--- config.mk ---
export PLATFORM = sky130hd
export DESIGN_NAME = nic_interface
export DESIGN_NICKNAME = d
export VERILOG_FILES = /design/src/rtl/nic_interface.sv
export SDC_FILE = /design/constraint.sdc
export NUM_CORES = 1
export LEC_CHECK = 0
export CAP_MARGIN = 20
export CELL_PAD_IN_SITES_DETAIL_PLACEMENT = 0
export CELL_PAD_IN_SITES_GLOBAL_PLACEMENT = 2
export CORE_MARGIN = 2
export CORE_UTILIZATION = 24
export CTS_CLUSTER_DIAMETER = 120
export DETAILED_ROUTE_END_ITERATION = 10
export PLACE_DENSITY_LB_ADDON = 0.1
export SYNTH_ARGS = -nofsm -noshare
export SYNTH_HDL_FRONTEND = slang
export SYNTH_SLANG_ARGS = --single-unit
--- constraint.sdc ---
create_clock -name clk -period 5.35 [get_ports clk]
set_clock_uncertainty 0.2 [all_clocks]
set_input_delay 1.605 -clock clk [delete_from_list [all_inputs] [get_ports clk]]
set_output_delay 1.605 -clock clk [all_outputs]
set_load 0.02 [all_outputs]
--- src/rtl/nic_interface.sv ---
// NIC with one-entry send and receive buffers between a processor port
// and a router port; the send side honours the router's polarity phase.
module nic_interface (
  input  logic        clk,
  input  logic        reset,
  input  logic [1:0]  addr,
  input  logic [63:0] d_in,
  output logic [63:0] d_out,
  input  logic        nicEn,
  input  logic        nicWrEn,
  output logic        net_so,
  input  logic        net_ro,
  output logic [63:0] net_do,
  input  logic        net_polarity,
  input  logic        net_si,
  output logic        net_ri,
  input  logic [63:0] net_di
);

  logic [63:0] out_buf;
  logic [63:0] in_buf;
  logic        out_full;
  logic        in_full;
  logic        wr_out;
  logic        rd_in;
  logic        rd_en;

  assign rd_en  = nicEn & ~nicWrEn;
  assign wr_out = nicEn & nicWrEn & (addr == 2'b10);
  assign rd_in  = rd_en & (addr == 2'b00);

  assign net_so = out_full & net_ro
                & (out_buf[63] == net_polarity);
  assign net_do = out_buf;
  // hold off the router while reset is asserted
  assign net_ri = ~in_full & ~reset;

  always_ff @(posedge clk or posedge reset) begin
    if (reset) begin
      out_buf  <= '0;
      out_full <= 1'b0;
    end else if (net_so) begin
      out_full <= 1'b0;
    end else if (wr_out && !out_full) begin
      out_buf  <= d_in;
      out_full <= 1'b1;
    end
  end

  always_ff @(posedge clk or posedge reset) begin
    if (reset) begin
      in_buf  <= '0;
      in_full <= 1'b0;
    end else if (rd_in && in_full) begin
      in_full <= 1'b0;
    end else if (net_si && net_ri) begin
      in_buf  <= net_di;
      in_full <= 1'b1;
    end
  end

  always_comb begin
    d_out = '0;
    if (rd_en && !reset) begin
      unique case (addr)
        2'b00: d_out = in_buf;
        2'b01: d_out = {63'b0, in_full};
        2'b10: d_out = out_buf;
        2'b11: d_out = {63'b0, out_full};
      endcase
    end
  end

endmodule

---- Word-level counts from Yosys, hierarchy flattened ----
Cells that the tools add are included.
storage, ports and cells
  register bits ........................... 130
  latch bits .............................. 0
  RAM bits ................................ 0
  ROM bits ................................ 0
  bits of input ports ..................... 137
  output and inout port bits .............. 130
  logic and storage cells ................. 37
  memories ................................ 0
cells by class
  $add $sub $neg .......................... 0
  multipliers ............................. 0
  div/mod/pow operators ................... 0
  order comparisons ....................... 0
  equal/unequal tests ..................... 4
  shifts and indexed selects .............. 0
  muxes and demuxes ....................... 6
  bitwise operators ....................... 12
  reduce and logical (&&, ||, !) cells .... 11
operator list
  operator            count
  $pmux 64 s4         1
  $mux 64             1
  $and 1x1->1         7
  $not 1->1           5
  $eq 2x2->1 const B  2
  $logic_and 1x1->1   4
  $mux 1              4
  $reduce_and 2->1    2
  $reduce_bool 2->1   2
  $eq 2x1->1 const B  1
  $logic_not 1->1     2
  $logic_not 2->1     1
  $eq 1x1->1          1

---- Depth between registers and ports, before layout ----
Gate-level depths: netlist of the first run.
  depth in word-level cells ............... 6
  mapped depth ............................ 5
  depth with buffers taken out ............ 3

---- Worst setup path before layout of the first run ----
Ideal clock, no wire load.
  path kind ............................... input port to output port
  from .................................... input port nicEn
  to ...................................... output port d_out[10]
  arrival ................................. 2.441 ns
  data required time ...................... 3.545 ns
  path slack .............................. 1.104 ns
  stages on the path ...................... 4
  path buffers ............................ 1
  cells stage by stage .................... nor2b_1 nand2_1 clkbuf_1 nor2_1
between the ends
  longest elaborated chain between the ends .. 3
RTL lines
  element            RTL line  RTL
  from (decl)        9         input logic nicEn,
  $and 1x1->1        28        assign rd_en = nicEn & ~nicWrEn;
  $logic_and 1x1->1  64        if (rd_en && !reset) begin
  $mux 64            64
  to (decl)          8         output logic [63:0] d_out,
Every way passes these cells.

---- Final worst setup path of the first run ----
  from .................................... input port nicEn
  to ...................................... output port d_out[2]
The elaborated chain is that of the path after synthesis.

==> results by group, run 1 <==
Synth
  – Synthesized Nets: 564
  – Post-synth top area share: 55.3%
  – Synth async-reset ratio: 100%
  – Post-synth top cells: dfrtp_1, mux2_2, nor2_1
  – Mapped cell area: 5880 um2
  – Post-Syn Instances: 427
  – Post-synthesis sequential area ratio: 55.3%
  – #FFs+latches synth: 130
  – Distinct cells, synth: 20
  – Yosys top cell by area: dfrtp_1
  – Syn Area/Cell: 13.8 um2
  – Yosys Warn Count: 0
  – Top cells by area, synth: dfrtp_1, mux2_2, mux2i_1
  – Number of synthesized flops with an enable pin: 0
  – Synth Flop Type: dfrtp_1
  – Leading cell type by number of instances after synthesis: dfrtp_1

Die
  – # rows: between 50 and 60
  – Die width: 161 um
  – Die Ht: 161 um
  – Core Region: 24,200 um2
  – Die area: between 20,000 and 30,000 um2
  – Starting density of the core: between 20% and 30%
  – IO Pins: 267

Clock network
  – Clock sink total: 130
  – H-tree levels: 4
  – Clk Latency, worst-skew pair: 0.40 ns
  – CTS tree: done
  – Num CTS Buffers: 17
  – Post-CTS Resized: 0
  – Hold Buf Count CTS: 0
  – CTS root buf: clkbuf_16
  – Reg clk slew, reported paths: 0.06 ns
  – Clock Tree Buf Depth: 2
  – # Post-CTS Setup Buffers: 0

Routing
  – DRC errors left: 0
  – Post-DR vias/cell: about 4.2
  – Routed WL per cell: 17.8 um
  – TritonRoute pass-1 iters: 4
  – DRT antenna net count: 0
  – Via Count: about 4,400
  – 1st-iter DRT viols: 148
  – Final wirelength: 18.3 mm

Global route
  – Met1 Track Usage GR: 18.4%
  – Antenna violations before repair: 1
  – GR Layer Usage met3: 4.70%
  – GR Util All Layers: 14.4%
  – GRT busiest layer: met2
  – Global Route met2 Usage: around a quarter
  – Grt ovf: 0
  – First-pass GRT wire length: around 28 mm
  – Largest net degree at the start of global routing: between 60 and 70
  – Vias in the first global route: 4,783

Critical path
  – Reg-to-Reg End: in_buf[50]
  – Most Frequent Cell on Critical Path: clkdlybuf4s50_1
  – Slowest cell on crit path: clkdlybuf4s50_1
  – Crit start category: input port
  – CP cell instances: clkdlybuf4s50_1 > nor2b_1 > nand2_2 > buf_12 > nor2_1 > clkdlybuf4s50_1
  – Crit-path max cell delay: 0.63 ns
  – Reg-to-reg slack, setup: 3.21 ns
  – CP max FO: 36
  – Critical Path AT: ~3.4 ns
  – Reg-to-reg startpoint: in_full
  – Worst Reg-to-Reg Cells: 3
  – Crit Path Class: in -> out
  – Required @ worst endpoint: 3.55 ns
  – CP endpoint kind: output pin

Timing
  – Setup-failing EPs final: 0
  – Final-report hold violation count: 0
  – Fmax: around 0.19 GHz
  – Final Max Tran Viols: 0
  – Slew @ Worst Pin: between 0.9 and 1 ns
  – Crit path time final: approximately 5.2 ns
  – TNS Setup: 0 ns
  – Worst slew margin: 33.5%
  – RSZ-0062 raised after global routing: no
  – Final Cycle Share: between 90% and 100%

Layout
  – Cell area after layout: ~9500 um2
  – Layout Nets: 832
  – Area Growth Syn to Fin: 61.1%
  – ANT cells: 0
  – Share of cells above drive strength 1: 17.4%

Pwr
  – Clk network pwr share: 24.1%
  – Power per cell area: 499 nW/um2
  – Logic pwr share: 37.4%
  – Internal power: 3.19 mW
  – Sequential power share: 38.6%
  – Switching pwr: 1.54 mW
  – Sw frac: 32.6%
  – Leak Pwr: 3.93 nW
  – Maximum vdd drop: 0.000176 V

Placed design
  – Placed instance area: 8900 um2
  – Hpwl dp: about 13 mm
  – GP Congestion: 0.719
  – IO Port Bufs: 266

Min path
  – Hold endpoint: in_buf[5]
  – Hold depth: 1
  – Hold Crit Start: in_buf[5]
  – Hold Crit Class: reg -> reg

Outcome
  – Outcome: finished clean

Flow run
  – Max Cap Violations: 0
[how the worst max path moves through the flow]
stage / startpoint / endpoint / slack (ns) / cells past startpoint
final: nicEn / d_out[2] / 0.13 / 6
after floorplan: reset / in_buf[0] / 0.08 / 1
after global placement: nicEn / d_out[20] / 0.15 / 6
after detailed placement: addr[0] / d_out[0] / 0.15 / 4
after CTS: addr[0] / d_out[2] / 0.13 / 6
after global routing: addr[0] / d_out[2] / 0.009 / 6
[routing by layer]
layer	vias up	routed length [um]
met3	19	1240
met1	2156	8230
li1	2027	-
met5	-	12
met2	162	8560
met4	2	292
[area by class of cell]
| class | count | area [um2] |
|---|---|---|
| flip-flops and latches | 130 | 3250 |
| inverters | 2 | 12.5 |
| well taps | 324 | 405 |
| repair buffers | 275 | 2790 |
| clock buffers | 21 | 460 |
| fillers | 2310 | 14700 |
| multi-input cells | 269 | 2440 |
| clock inverters | 10 | 110 |
[critical path: cells and delay by family]
| kind | cells | cell delay [ns] |
|---|---|---|
| simple gates | 3 | 0.47 |
| buf+inv | 3 | 1.29 |
[cells in the final DEF, fill, tap and decap left out, types with 5 or more instances in the layout]
cell / n
clkdlybuf4s50_1: 265
mux2_2: 78
buf_12: 5
mux2_1: 50
dfrtp_1: 130
nor2_1: 66
buf_4: 5
clkinv_2: 5
clkbuf_16: 17
mux2i_1: 63
[power by group through the flow]
stage / sequential (mW) / combinational [mW] / clock [mW]
6_report: 1.82 / 1.77 / 1.14
4_1_cts: 1.83 / 1.80 / 1.18
3_3_place_gp: 1.82 / 1.78 / 0
3_5_place_dp: 1.84 / 1.79 / 0
2_1_floorplan: 2.05 / 0.685 / 0
5_1_grt: 1.90 / 1.89 / 1.23
[logic make-up after synthesis]
family | after synthesis | synth area share (%)
mux | 192 | 35.6
flops | 130 | 55.3
simple gates | 74 | 5.36
buf+inv | 28 | 3.30
compound gates | 2 | 0.213
xor+xnor | 1 | 0.149
[flip-flops by register name, summed over array words and instances, names as in the netlist]
| register | count |
|---|---|
| out_full | 1 |
| net_do | 64 |
| in_buf | 64 |
| in_full | 1 |
[metrics by stage]
stage / instances / hold slack, ns / util, % / total power [mW] / setup slack [ns]
6_report: 1031 / 0.305 / 39.2 / 4.73 / 0.130
5_1_grt: 1031 / 0.315 / 39.2 / 5.02 / 0.00938
4_1_cts: 1031 / 0.309 / 39.2 / 4.81 / 0.127
3_5_place_dp: 1000 / 0.296 / 36.8 / 3.63 / 0.146
3_3_place_gp: 1000 / 0.289 / 36.8 / 3.60 / 0.149
2_1_floorplan: 427 / 0.268 / - / 2.74 / 0.0757
Note: power is estimated with default switching activity, not from simulation.
==> run 2, diff against run 1 <==
--- a/config.mk
+++ b/config.mk
@@ -13,6 +13,8 @@
 export CTS_CLUSTER_DIAMETER = 120
 export DETAILED_ROUTE_END_ITERATION = 10
 export PLACE_DENSITY_LB_ADDON = 0.1
+export SETUP_SLACK_MARGIN = 0.2
+export SLEW_MARGIN = 20
 export SYNTH_ARGS = -nofsm -noshare
 export SYNTH_HDL_FRONTEND = slang
 export SYNTH_SLANG_ARGS = --single-unit
==> results by group, run 2 (synthesis results as in run 1) <==
Outcome
  – Outcome: finished clean

Pwr
  – Switching pwr: around 1.6 mW
  – Leak Pwr: ~4.2 nW
  – Clk network pwr share: 23.6%
  – Logic pwr share: between 30% and 40%
  – Sw frac: 33.5%
  – Sequential power share: 38.9%
  – Internal power: 3.11 mW
  – Power per cell area: 497 nW/um2
  – Maximum vdd drop: 0.000275 V

Global route
  – Vias in the first global route: ~5,000
  – First-pass GRT wire length: 28.3 mm
  – Antenna violations before repair: 1
  – Global Route met2 Usage: between 20% and 30%
  – GRT busiest layer: met2
  – Grt ovf: 0
  – GR Util All Layers: 14.4%
  – GR Layer Usage met3: around 5.7%
  – Met1 Track Usage GR: 17.7%
  – Largest net degree at the start of global routing: 76

Clock network
  – Clock sink total: 130
  – Clock Tree Buf Depth: 2
  – # Post-CTS Setup Buffers: 0
  – Num CTS Buffers: 17
  – CTS root buf: clkbuf_16
  – Clk Latency, worst-skew pair: 0.41 ns
  – H-tree levels: 4
  – CTS tree: done
  – Reg clk slew, reported paths: 0.06 ns

Min path
  – Hold Crit Class: reg -> reg
  – Hold Crit Start: in_buf[63]

Critical path
  – Crit start category: input port
  – CP endpoint kind: output pin
  – Reg-to-reg startpoint: in_full
  – CP cell instances: clkdlybuf4s50_1 > mux4_2 > and3_1 > dlygate4sd2_1
  – Required @ worst endpoint: between 3 and 4 ns
  – CP max FO: 3
  – Reg-to-reg slack, setup: between 3 and 4 ns
  – Crit-path max cell delay: 0.58 ns
  – Critical Path AT: 3.28 ns
  – Slowest cell on crit path: clkdlybuf4s50_1
  – Crit Path Class: in -> out
  – Crit path from: addr[0]

Timing
  – Setup-failing EPs final: 0
  – Final Cycle Share: 95.1%
  – Final-report hold violation count: 0
  – Worst slew margin: 54.9%
  – Final Max Tran Viols: 0
  – Crit path time final: 5.09 ns
  – TNS Setup: 0 ns
  – Fmax: 0.197 GHz
  – Slew @ Worst Pin: roughly 0.67 ns
  – RSZ-0062 raised after global routing: no

Layout
  – Area of the multi-input gates: 2440 um2
  – Most common cell after layout, fill and taps aside: clkdlybuf4s50_1
  – Filler cells: approximately 2,300
  – Area Growth Syn to Fin: 59.7%
  – Cell area after layout: 9390 um2
  – Most frequent cells in the layout: clkdlybuf4s50_1, dfrtp_1, mux2_2
  – Sequential Area: 3250 um2
  – Share of cells above drive strength 1: 17.9%
  – Layout Nets: 833
  – Non-Filler Instances: 1,033
  – ANT cells: 0

Die
  – # rows: 57
  – Core Region: 24,200 um2
  – IO Pins: 267
  – Die area: 25,800 um2
  – Die Ht: between 150 and 200 um
  – Die width: 161 um
  – Starting density of the core: 24.3%

Routing
  – Via Count: 4,363
  – Routed WL per cell: roughly 18 um
  – DRC errors left: 0
  – DRT antenna net count: 0
  – Post-DR vias/cell: around 4.2
  – Final wirelength: 18.1 mm
  – 1st-iter DRT viols: approximately 130
  – TritonRoute pass-1 iters: 4

Placed design
  – Hpwl dp: 13.0 mm
  – IO Port Bufs: 266
  – Cells after DPL: ~1,000
  – Placed instance area: 8900 um2
  – GP Congestion: ~0.74

Flow run
  – Max Cap Violations: 0
-- run 2: per-layer routing --
layer	routed length, um	vias to the layer above
met2	8670	158
met3	1380	15
met4	174	2
li1	-	2034
met5	13	-
met1	7870	2154
-- run 2: final timing paths --
check                      cells after the start         end
min in group asynchronous                      3  net_do[21]
hold reg to reg                                1  in_buf[63]
max in group asynchronous                      4   net_do[0]
hold / removal                                 1  in_buf[63]
setup / recovery                               4    d_out[0]
setup reg to reg                               4  in_buf[19]
-- run 2: power by group through the flow --
stage / sequential, mW / combinational (mW) / clock [mW]
final: 1.81 / 1.75 / 1.10
after global routing: 1.89 / 1.87 / 1.20
after CTS: 1.83 / 1.78 / 1.15
after detailed placement: 1.84 / 1.79 / 0
after global placement: 1.82 / 1.78 / 0
after floorplan: 2.05 / 0.685 / 0
-- run 2: area by class of cell --
class	instances	share of cell area [%]
Clock buffer	20	4.97
Sequential cell	130	34.7
Multi-Input combinational cell	269	26.0
Tap cell	324	4.32
Timing Repair Buffer	276	29.0
Clock inverter	12	1.03
Inverter	2	0.120
-- run 2: metrics by stage --
stage,power (mW),setup slack [ns],utilization (%),hold WS [ns]
5_1_grt,4.96,0.208,38.8,0.319
6_report,4.67,0.261,38.8,0.304
3_3_place_gp,3.60,0.0287,36.8,0.290
2_1_floorplan,2.74,1.10,-,0.268
4_1_cts,4.76,0.249,38.8,0.309
3_5_place_dp,3.63,0.0314,36.8,0.295
-- run 2: repair_timing --
item | in CTS | in global routing
resized for setup | 64 | 0
hold buffers | 0 | 0
setup endpoints to repair | 64 | 0
-- run 2: worst max-delay path, delay by kind of cell --
family | cells | cell delay [ns]
buffers and inverters | 2 | 0.90
AND/OR/NAND/NOR | 1 | 0.21
multiplexers | 1 | 0.57
==> run 3, diff against run 2 <==
--- a/config.mk
+++ b/config.mk
@@ -9,7 +9,7 @@
 export CELL_PAD_IN_SITES_DETAIL_PLACEMENT = 0
 export CELL_PAD_IN_SITES_GLOBAL_PLACEMENT = 2
 export CORE_MARGIN = 2
-export CORE_UTILIZATION = 24
+export CORE_UTILIZATION = 26
 export CTS_CLUSTER_DIAMETER = 120
 export DETAILED_ROUTE_END_ITERATION = 10
 export PLACE_DENSITY_LB_ADDON = 0.1
==> constraint.sdc (replaced) <==
create_clock -name clk -period 5 [get_ports clk]
set_clock_uncertainty 0.2 [all_clocks]
set_input_delay 1.5 -clock clk [delete_from_list [all_inputs] [get_ports clk]]
set_output_delay 1.5 -clock clk [all_outputs]
set_load 0.02 [all_outputs]
==> results by group, run 3 (synthesis results as in run 1) <==
Clock network
  – Num CTS Buffers: 17
  – CTS tree: done
  – Clock Tree Buf Depth: 2
  – Clock sink total: 130
  – # Post-CTS Setup Buffers: 0
  – CTS root buf: clkbuf_16
  – Clk Latency, worst-skew pair: roughly 0.4 ns
  – H-tree levels: 4
  – Reg clk slew, reported paths: 0.05 ns

Timing
  – Setup-failing EPs final: 0
  – Final Max Tran Viols: 0
  – Worst slew margin: 48.1%
  – Crit path time final: 4.71 ns
  – Final-report hold violation count: 0
  – Fmax: 0.212 GHz
  – Final worst slack: 0.291 ns
  – TNS Setup: 0 ns
  – RSZ-0062 raised after global routing: no
  – Final Cycle Share: 94.2%
  – Slew @ Worst Pin: 0.777 ns
  – Hold WS: 0.302 ns

Die
  – IO Pins: 267
  – Die area: 23,800 um2
  – Die width: 154 um
  – # rows: 55
  – Core Region: 22,400 um2
  – Die Ht: around 150 um
  – Starting density of the core: between 20% and 30%

Critical path
  – WP buf/inv: 3
  – Crit Path Class: in -> out
  – Top cell family by delay on the critical path: buffers and inverters
  – CP cell instances: clkdlybuf4s50_1 > nor2b_2 > nand2_2 > buf_12 > nor2_1 > dlygate4sd2_1
  – Required @ worst endpoint: 3.30 ns
  – CP max FO: 38
  – CP endpoint kind: output pin
  – Critical Path AT: 3.01 ns
  – Slowest cell on crit path: clkdlybuf4s50_1
  – Crit-path max cell delay: 0.54 ns
  – Crit start category: input port

Global route
  – GRT busiest layer: met2
  – Grt ovf: 0
  – Antenna violations before repair: 1
  – Met1 Track Usage GR: 18.5%
  – First-pass GRT wire length: 27.4 mm
  – GR Layer Usage met3: 5.41%
  – GR Util All Layers: 15.1%
  – Vias in the first global route: about 4,700
  – Largest net degree at the start of global routing: 70
  – Global Route met2 Usage: 24.7%

Outcome
  – Outcome: finished clean

Layout
  – Non-Filler Instances: 996
  – ANT cells: 0
  – Filler cells: 2,132
  – Most common cell after layout, fill and taps aside: clkdlybuf4s50_1
  – Layout Nets: 835
  – Area Growth Syn to Fin: 58.2%
  – Share of cells above drive strength 1: 23.8%
  – Most frequent cells in the layout: clkdlybuf4s50_1, dfrtp_1, mux2_2

Routing
  – DRC errors left: 0
  – Routed WL per cell: around 18 um
  – Post-DR vias/cell: 4.37
  – Via Count: 4,356
  – 1st-iter DRT viols: 119
  – DRT antenna net count: 0
  – TritonRoute pass-1 iters: 4
  – Final wirelength: 17.6 mm

Placed design
  – Hpwl dp: between 10 and 15 mm
  – Pre-CTS WS: -0.0841 ns
  – GP Congestion: 0.754
  – IO Port Bufs: 266
  – Cells after DPL: between 900 and 1,000

Flow run
  – Max Cap Violations: 0

Pwr
  – Maximum vdd drop: 0.000207 V
  – Power per cell area: around 550 nW/um2
  – Leak Pwr: 4.12 nW

Min path
  – Hold Crit Class: reg -> reg
[run 3: cell types whose count changed in the layout (fill, tap and decap cells not counted), sizes merged]
| cell | before | now |
|---|---|---|
| bufinv | 0 | 3 |
| clkdlybuf4s50 | 201 | 200 |
| clkbuf | 20 | 61 |
| buf | 11 | 13 |
| dlygate4sd2 | 64 | 23 |
| clkdlybuf4s15 | 0 | 3 |
| inv | 6 | 3 |
| clkinv | 3 | 1 |
[run 3: where the power goes]
part           internal (mW)  switching (mW)
logic                   1.05           0.818
registers               1.59           0.346
clock network          0.856           0.482
[run 3: metrics by stage]
| step | cell area [um2] | util, % | power (mW) |
|---|---|---|---|
| 3_5_place_dp | 8880 | 39.6 | 3.87 |
| 2_1_floorplan | 5880 | - | 2.93 |
| 3_3_place_gp | 8880 | 39.6 | 3.84 |
| 4_1_cts | 9440 | 42.1 | 5.23 |
| 6_report | 9300 | 41.5 | 5.14 |
| 5_1_grt | 9300 | 41.5 | 5.45 |
[run 3: path summary, 6_finish.rpt]
| path | from | to | slack (ns) | cells after the start |
|---|---|---|---|---|
| setup / recovery | nicEn | d_out[4] | 0.29 | 6 |
| min in group asynchronous | reset | in_buf[29] | 1.50 | 3 |
| hold reg to reg | in_buf[37] | in_buf[37] | 0.30 | 1 |
| max in group asynchronous | reset | in_buf[60] | 2.23 | 4 |
| setup reg to reg | in_full | in_buf[44] | 2.79 | 4 |
| hold / removal | in_buf[37] | in_buf[37] | 0.30 | 1 |
[run 3: per-layer routing]
metal | routed length [um] | part of all wire, % | vias up
met5 | 0 | 0 | -
met4 | 322 | 1.8 | 0
met2 | 8470 | 48 | 155
met1 | 7630 | 43 | 2147
met3 | 1190 | 6.8 | 18
li1 | - | - | 2036
[run 3: final cells by class]
cell class	instances	area, um2	area share (%)
Sequential cell	130	3250	35.0
Clock buffer	22	494	5.31
Clock inverter	10	146	1.57
Timing Repair Buffer	278	2600	28.0
Inverter	2	11.3	0.121
Tap cell	285	357	3.83
Multi-Input combinational cell	269	2440	26.2
[run 3: timing repair]
item                       4_1_cts  5_1_grt
gates resized for setup         65       82
hold buffers                     0        0
setup endpoints to repair       64       59
